File: config.mk
export PLATFORM = sky130hd
export DESIGN_NAME = reg_port_ctrl
export DESIGN_NICKNAME = d
export VERILOG_FILES = /design/src/rtl/reg_port_ctrl.sv
export SDC_FILE = /design/constraint.sdc
export NUM_CORES = 1
export LEC_CHECK = 0
export BUFFER_PORTS_ARGS = -buffer_cell sky130_fd_sc_hd__clkbuf_2
export CELL_PAD_IN_SITES_DETAIL_PLACEMENT = 0
export CELL_PAD_IN_SITES_GLOBAL_PLACEMENT = 2
export CORE_MARGIN = 2
export CORE_UTILIZATION = 28
export CTS_CLUSTER_SIZE = 28
export DETAILED_ROUTE_END_ITERATION = 16
export PLACE_DENSITY_LB_ADDON = 0.1
export SYNTH_ARGS = -nofsm -noshare
export SYNTH_HDL_FRONTEND = slang
export SYNTH_SLANG_ARGS = --single-unit
File: constraint.sdc
create_clock -name clk -period 1.6 [get_ports clk]
set_clock_uncertainty 0.05 [all_clocks]
set_input_delay 0.08 -clock clk [delete_from_list [all_inputs] [get_ports clk]]
set_output_delay 0.08 -clock clk [all_outputs]
set_load 0.1 [all_outputs]
File: src/rtl/reg_port_ctrl.sv
// Operand-fetch and writeback controller sitting in front of a register bank.
// Reads take one READ cycle with writeback bypass; writebacks are registered one cycle.
module reg_port_ctrl #(
  parameter int  BITS     = 8,
  parameter int  REG_SIZE = 4,
  localparam int REG_BITS = $clog2(REG_SIZE)
) (
  input  logic                clk,
  input  logic                rst_n,
  // operand-fetch request
  input  logic                req_valid,
  output logic                req_ready,
  input  logic [REG_BITS-1:0] req_rs_a,
  input  logic [REG_BITS-1:0] req_rs_b,
  // operand response
  output logic                op_valid,
  input  logic                op_ready,
  output logic [BITS-1:0]     op_a,
  output logic [BITS-1:0]     op_b,
  // writeback request
  input  logic                wb_valid,
  output logic                wb_ready,
  input  logic [REG_BITS-1:0] wb_addr,
  input  logic [BITS-1:0]     wb_data,
  // reg_bank ports
  output logic                rb_write_enable,
  output logic [REG_BITS-1:0] rb_write_address,
  output logic [BITS-1:0]     rb_write_data,
  output logic [REG_BITS-1:0] rb_address_a,
  output logic [REG_BITS-1:0] rb_address_b,
  input  logic [BITS-1:0]     rb_data_a,
  input  logic [BITS-1:0]     rb_data_b
);

  typedef enum logic [1:0] {IDLE, READ, HOLD} state_t;

  state_t          state, state_next;
  logic            ready_en;
  logic            req_accept;
  logic            wb_accept;
  logic [BITS-1:0] cap_a, cap_b;

  // Handshakes stay low until the first clock edge after reset release.
  assign req_ready  = ready_en && ((state == IDLE) || ((state == HOLD) && op_ready));
  assign wb_ready   = ready_en;
  assign op_valid   = (state == HOLD);
  assign req_accept = req_valid && req_ready;
  assign wb_accept  = wb_valid && wb_ready;

  // A write landing on the same edge that ends READ must be seen by the capture.
  assign cap_a = (rb_write_enable && (rb_write_address == rb_address_a)) ? rb_write_data : rb_data_a;
  assign cap_b = (rb_write_enable && (rb_write_address == rb_address_b)) ? rb_write_data : rb_data_b;

  always_comb begin
    // NOTE: default assigned first so every path drives state_next and no latch is inferred.
    state_next = state;
    unique case (state)
      IDLE: if (req_accept) state_next = READ;
      READ: state_next = HOLD;
      HOLD: if (op_ready) state_next = req_accept ? READ : IDLE;
      default: state_next = IDLE;
    endcase
  end

  // NOTE: sequential state uses non-blocking assignments so every register samples pre-edge values.
  always_ff @(posedge clk or negedge rst_n) begin
    if (!rst_n) begin
      state        <= IDLE;
      ready_en     <= 1'b0;
      rb_address_a <= '0;
      rb_address_b <= '0;
      op_a         <= '0;
      op_b         <= '0;
    end else begin
      state    <= state_next;
      ready_en <= 1'b1;
      if (req_accept) begin
        rb_address_a <= req_rs_a;
        rb_address_b <= req_rs_b;
      end
      if (state == READ) begin
        op_a <= cap_a;
        op_b <= cap_b;
      end
    end
  end

  // One-entry writeback buffer, drained into the bank on the following edge.
  always_ff @(posedge clk or negedge rst_n) begin
    if (!rst_n) begin
      rb_write_enable  <= 1'b0;
      rb_write_address <= '0;
      rb_write_data    <= '0;
    end else begin
      rb_write_enable <= wb_accept;
      if (wb_accept) begin
        rb_write_address <= wb_addr;
        rb_write_data    <= wb_data;
      end
    end
  end

endmodule

==> results.md, run 1 <==
- H-tree depth: 2
- Status: finished, final reports clean
- Clock-pin slew on the worst setup and hold paths: 0.07 ns
- CP Buf/Inv Count: 1
- Delay-heaviest family, CP: flip-flops
- Slew Viols, Final: 0
- Largest stage delay, worst path: 0.50 ns
- Worst endpoint data arrival time: 1.28 ns
- CTS tree: built
- Cts repair resizes: 0
- Max Freq: 708 MHz
- Fraction of layout cells with a size suffix above 1: 47.1%
- Library cells used by synthesis: 19
- Initial antenna violation count: 0
- GPL Wtd Cong: 0.770
- TritonCTS buffer count: 5
- Post-route DRC: 0
- Via density: 4.78
- Antenna Violating Nets Remaining: 0
- Initial drt markers: 53
- Gr ovfl total: 0
- # setup viols final: 0
- Port Buffers: 68
- Kind of critical path: flip-flop to output pin
- Seq/Total Area, Yosys: 52.1%
- Commonest cells after routing, fill and taps aside: clkbuf_2, dlygate4sd3_1, dfrtp_1
- Die ar.: 6460 sq um
- Largest net degree at the start of global routing: 34
- Most common cell after layout, fill and taps aside: clkbuf_2
- RSZ-0062 raised after global routing: no
- Final Power: 4140 uW
- Io pins: 69
- Max Cap Violations: 0
- DIE HEIGHT: 80.4 um
- CP Capture Type: output pin
- CP cell instances: clkbuf_2
- CTS Sinks: 34
- Syn Inst Count: 141
- Slew HR: 63.0%
- DR vias: 1500
- Fin. Hold Viols: 0
- # diodes: 0
- Syn nets: 176
- Core Area: 5570 sq um
- Worst skew pair latency: 0.28 ns
- Root Buffer Master: clkbuf_8
- Seq cells post-synth: 34
- Power per cell area: 1670 nW/um^2
- HP Class: input port to flip-flop
- Total GRT Usage: 14.8%
- Leakage: 0.00110 uW
- First-pass DRT Iterations: 4
- Clk buf depth: 2
- Net count, final: 276
- Die width: 80.4 um
- Total number of yosys warnings: 0
- Max VDD drop: 0.000872 V
- CP required: 1.47 ns
- Dpl hpwl: 3.42 mm
- Row count: 27
- Fin crit share: 88.2%
- DR WL/cell: 14.6 um
- Min Tclk post-route: 1.41 ns
- First-pass GRT wire length: 7.24 mm
- Setup TNS: 0 ns
- Initial core utilization: 29.3%
- Area delta synth->final: 51.6%
- WHS: 0.0119 ns
- Total Routed Length: 4.57 mm
- Slowest CP cell: dfrtp_2
- Worst-Margin Slew: 0.557 ns
- Vias in the first global route: 1501
- Critical Path Start Type: flip-flop
- Mapped Avg Cell Area: 11.6 sq um
- CP max FO: 6
- Post-Syn Area: 1630 sq um
- Postcts setup bufs: 0
[cells in the mapped netlist]
master	count	share of area, %
dfrtp_1	34	52
o21bai_1	1	0.46
buf_2	6	1.8
a31oi_1	16	6.1
inv_1	3	0.69
nand2_1	1	0.23
mux2_2	14	9.6
conb_1	1	0.23
nand4_1	16	6.1
xnor2_2	4	4.0
nor2b_1	2	0.77
clkbuf_1	2	0.46
nand2b_1	1	0.38
o31ai_1	16	7.4
buf_4	2	0.92
nor2_1	16	3.7
and3b_1	1	0.54
xor2_2	4	4.0
nand4b_1	1	0.54
[state kept, by name, indices dropped and copies added (netlist names)]
name	flops
op_a	8
op_b	8
rb_address_a	2
rb_address_b	2
rb_write_address	2
rb_write_data	8
rb_write_enable	1
state	2
wb_ready	1
[final timing paths]
kind | start | endpoint | slack (ns) | cells past startpoint
min in group asynchronous | rst_n | op_a[1]$_DFFE_PN0N_ | 0.23 | 2
hold / removal | rb_data_b[0] | op_b[0]$_DFFE_PN0N_ | 0.01 | 3
max in group asynchronous | rst_n | rb_write_address[0]$_DFFE_PN0P_ | 0.75 | 3
setup reg to reg | rb_write_address[1]$_DFFE_PN0P_ | op_a[1]$_DFFE_PN0N_ | 0.20 | 3
setup / recovery | rb_write_address[0]$_DFFE_PN0P_ | rb_write_address[0] | 0.19 | 1
hold reg to reg | state[0]$_DFFE_PN0P_ | state[1]$_DFFE_PN0P_ | 0.48 | 1
[report_power, final]
group          internal (uW)  switching [uW]  leakage [uW]
registers               1050             185      0.000380
clock network            347             296     0.0000482
logic                    427            1830      0.000669
[through the flow]
stage / util [%] / std cells / setup slack [ns] / cell area (sq um)
2_1_floorplan: - / 141 / 0.00443 / 1660
3_3_place_gp: 37.6 / 277 / 0.243 / 2100
3_5_place_dp: 37.6 / 277 / 0.230 / 2100
4_1_cts: 44.4 / 314 / 0.158 / 2480
5_1_grt: 44.4 / 314 / 0.0823 / 2480
6_report: 44.4 / 314 / 0.188 / 2480
[kinds of logic after synthesis]
group	Yosys count	synth area share, %
buffers and inverters	13	3.90
other	1	0.229
muxes	14	9.65
xor gates and xnor gates	8	7.96
and+or+nand+nor	38	12.3
DFF	34	52.1
AOI/OAI and AO/OA	33	13.9
[tightest hold or removal path, cell delays in order]
cell and delay [ns]:
clkbuf_2 0.09, o31ai_1 0.06, a31oi_1 0.08
[repair_timing]
| action | CTS | global route |
|---|---|---|
| hold buffers | 29 | 0 |
| hold endpoints to repair | 43 | 0 |
| setup endpoints to repair | 0 | 0 |
[routing by layer]
| layer | GRT usage, % | wire (um) | up-vias |
|---|---|---|---|
| li1 | - | - | 723 |
| met1 | 18.5 | 1940 | 713 |
| met2 | 24.8 | 2290 | 60 |
| met3 | 3.82 | 290 | 4 |
| met4 | 5.08 | 51 | 0 |
| met5 | 0 | 0 | - |
[cell type report]
| class | instances | area [sq um] |
|---|---|---|
| clock buffer | 7 | 86.3 |
| clock inverter | 1 | 5.00 |
| fill | 548 | 3100 |
| inverter | 3 | 11.3 |
| multi-input combinational | 94 | 726 |
| sequential | 34 | 866 |
| tap | 72 | 90.1 |
| timing repair buffer | 103 | 693 |
Note: power is estimated with default switching activity, not from simulation.
==> inputs of run 2 (changes only) <==
--- a/config.mk
+++ b/config.mk
@@ -8,7 +8,6 @@
 export BUFFER_PORTS_ARGS = -buffer_cell sky130_fd_sc_hd__clkbuf_2
 export CELL_PAD_IN_SITES_DETAIL_PLACEMENT = 0
 export CELL_PAD_IN_SITES_GLOBAL_PLACEMENT = 2
-export CORE_MARGIN = 2
 export CORE_UTILIZATION = 28
 export CTS_CLUSTER_SIZE = 28
 export DETAILED_ROUTE_END_ITERATION = 16
==> run 2 against run 1 <==
Critical path depth increased by 2. Count of clock-buffer cells in the layout stayed put. Combinational power hardly changed. Critical path type is now flip-flop to flip-flop. Cell area stayed put. Sequential power is essentially flat. Register-to-register slack about the same. Largest power group unchanged. Sequential share of layout area did not move. Clock power up 2%. Non-clock buffer count unchanged. Worst hold slack better by 0.0043 ns. Wire length fell by 0.55%.
==> results.md, run 2 (synthesis results as in run 1) <==
- Kind of critical path: flip-flop to flip-flop
- Vias in the first global route: 1572 (+4.7%)
- Net count, final: 276 (unchanged)
- Fin. Hold Viols: 0 (unchanged)
- CP Buf/Inv Count: 0 (-1)
- First-pass GRT wire length: 7.67 mm (+6.0%)
- Max Freq: 711 MHz (+0.39%)
- Slew Viols, Final: 0 (unchanged)
- Slew HR: 63.4% (+0.41 points)
- Dpl hpwl: 3.34 mm (-2.1%)
- Clk buf depth: 2 (unchanged)
- CTS Sinks: 34 (unchanged)
- Fraction of layout cells with a size suffix above 1: 47.1% (unchanged)
- RSZ-0062 raised after global routing: no
- Setup TNS: 0 ns (unchanged)
- Post-route DRC: 0 (unchanged)
- Worst-Margin Slew: 0.551 ns (-0.00619 ns)
- Leakage: 0.00110 uW (about the same)
- Commonest cells after routing, fill and taps aside: clkbuf_2, dlygate4sd3_1, dfrtp_1
- Core Area: 5570 sq um (unchanged)
- Min Tclk post-route: 1.41 ns (-0.00555 ns)
- Worst endpoint data arrival time: 1.55 ns (+0.27 ns)
- Critical Path Start Type: flip-flop
- Slowest CP cell: dfrtp_4
- Fin crit share: 87.9% (-0.35 points)
- Largest net degree at the start of global routing: 34 (unchanged)
- Io pins: 69 (unchanged)
- # setup viols final: 0 (unchanged)
- Die ar.: 6150 sq um (-4.9%)
- Max Cap Violations: 0 (unchanged)
- Clock-pin slew on the worst setup and hold paths: 0.07 ns (about the same)
- CP required: 1.75 ns (+0.28 ns)
- Total Routed Length: 4.55 mm (-0.55%)
- Port Buffers: 68 (unchanged)
- TritonCTS buffer count: 5 (unchanged)
- DR vias: 1510 (+0.67%)
- Area delta synth->final: 51.6% (unchanged)
- Initial core utilization: 29.3% (unchanged)
- Antenna Violating Nets Remaining: 0 (unchanged)
- HP Class: input port to flip-flop
- DR WL/cell: 14.5 um (-0.55%)
- Status: finished, final reports clean
- Die width: 78.4 um (-2.5%)
- Total GRT Usage: 16.4% (+1.6 points)
- Delay-heaviest family, CP: flip-flops
- Top flop regs: op_a x8, op_b x8, rb_write_data x8
- GPL Wtd Cong: 0.750 (-2.7%)
- CP cell instances: xor2_2 > o31ai_1 > a31oi_1
- Max VDD drop: 0.000711 V (-18%)
- Dpl cells: 277 (unchanged)
- Non-filler cells, final: 314 (unchanged)
- Root Buffer Master: clkbuf_8
- Most common cell after layout, fill and taps aside: clkbuf_2
- Initial antenna violation count: 0 (unchanged)
- Gr ovfl total: 0 (unchanged)
- Cts repair resizes: 0 (unchanged)
- Initial drt markers: 71 (+34%)
- CP Capture Type: flip-flop
- H-tree depth: 2 (unchanged)
- First-pass DRT Iterations: 4 (unchanged)
- DIE HEIGHT: 78.4 um (-2.5%)
- CP max FO: 8 (+2)
- # diodes: 0 (unchanged)
- Worst skew pair latency: 0.28 ns (about the same)
- Via density: 4.81 (+0.67%)
- CTS tree: built
- Power per cell area: 1670 nW/um^2 (+0.24%)
- Row count: 27 (unchanged)
- Largest stage delay, worst path: 0.54 ns (+0.04 ns)
==> run 2: cell counts in the layout (fill, tap and decap cells not counted) <==
No cell type changed its count.
==> run 2: routing by layer <==
| metal | vias to the layer above | track usage [%] | share of wire [%] |
|---|---|---|---|
| met4 | 0 | 6.48 | 1.3 |
| met5 | - | 0 | 0 |
| li1 | 726 | - | - |
| met3 | 8 | 5.00 | 5.0 |
| met2 | 47 | 26.8 | 50 |
| met1 | 729 | 20.2 | 44 |
==> run 2: layout make-up <==
cell class	count	area, sq um
Fill cell	547	3100
Inverter	3	11.3
Sequential cell	34	866
Timing Repair Buffer	103	693
Clock inverter	1	5.00
Clock buffer	7	86.3
Tap cell	72	90.1
Multi-Input combinational cell	94	726
==> run 2: timing repair <==
action,in CTS,in global routing
hold endpoints to repair,44,0
setup buffers,0,0
hold buffers,29,0
==> run 2: through the flow <==
step	utilization [%]	hold slack (ns)	power (uW)	area, sq um	setup WS [ns]
6_report	44.4	0.0163	4150	2480	0.194
5_1_grt	44.4	0.0178	4340	2480	0.0616
4_1_cts	44.4	0.00538	4200	2480	0.169
3_5_place_dp	37.6	-0.00901	3470	2100	0.182
3_3_place_gp	37.6	-0.0125	3450	2100	0.238
2_1_floorplan	-	-0.266	3050	1660	0.00443
==> run 2: final timing paths <==
check,from,slack [ns],endpoint,cells past startpoint
worst max-delay path,rb_write_address[1]$_DFFE_PN0P_,0.19,op_a[3]$_DFFE_PN0N_,3
worst min-delay path,rb_data_b[4],0.02,op_b[4]$_DFFE_PN0N_,3
worst max register to register,rb_write_address[1]$_DFFE_PN0P_,0.19,op_a[3]$_DFFE_PN0N_,3
worst min register to register,state[0]$_DFFE_PN0P_,0.48,state[1]$_DFFE_PN0P_,1
max in group asynchronous,rst_n,0.66,rb_write_address[1]$_DFFE_PN0P_,3
min in group asynchronous,rst_n,0.21,op_b[4]$_DFFE_PN0N_,2
==> run 2: worst min-delay path: stages <==
cell	delay, ns
clkbuf_2	0.08
o31ai_1	0.07
a31oi_1	0.08
==> run 2: power by group <==
group	total (uW)	internal, uW	switching (uW)	leakage (uW)
clock network	653	347	305	0.0000482
logic	2250	427	1830	0.000669
registers	1240	1050	185	0.000380
total	4150	1830	2320	0.00110
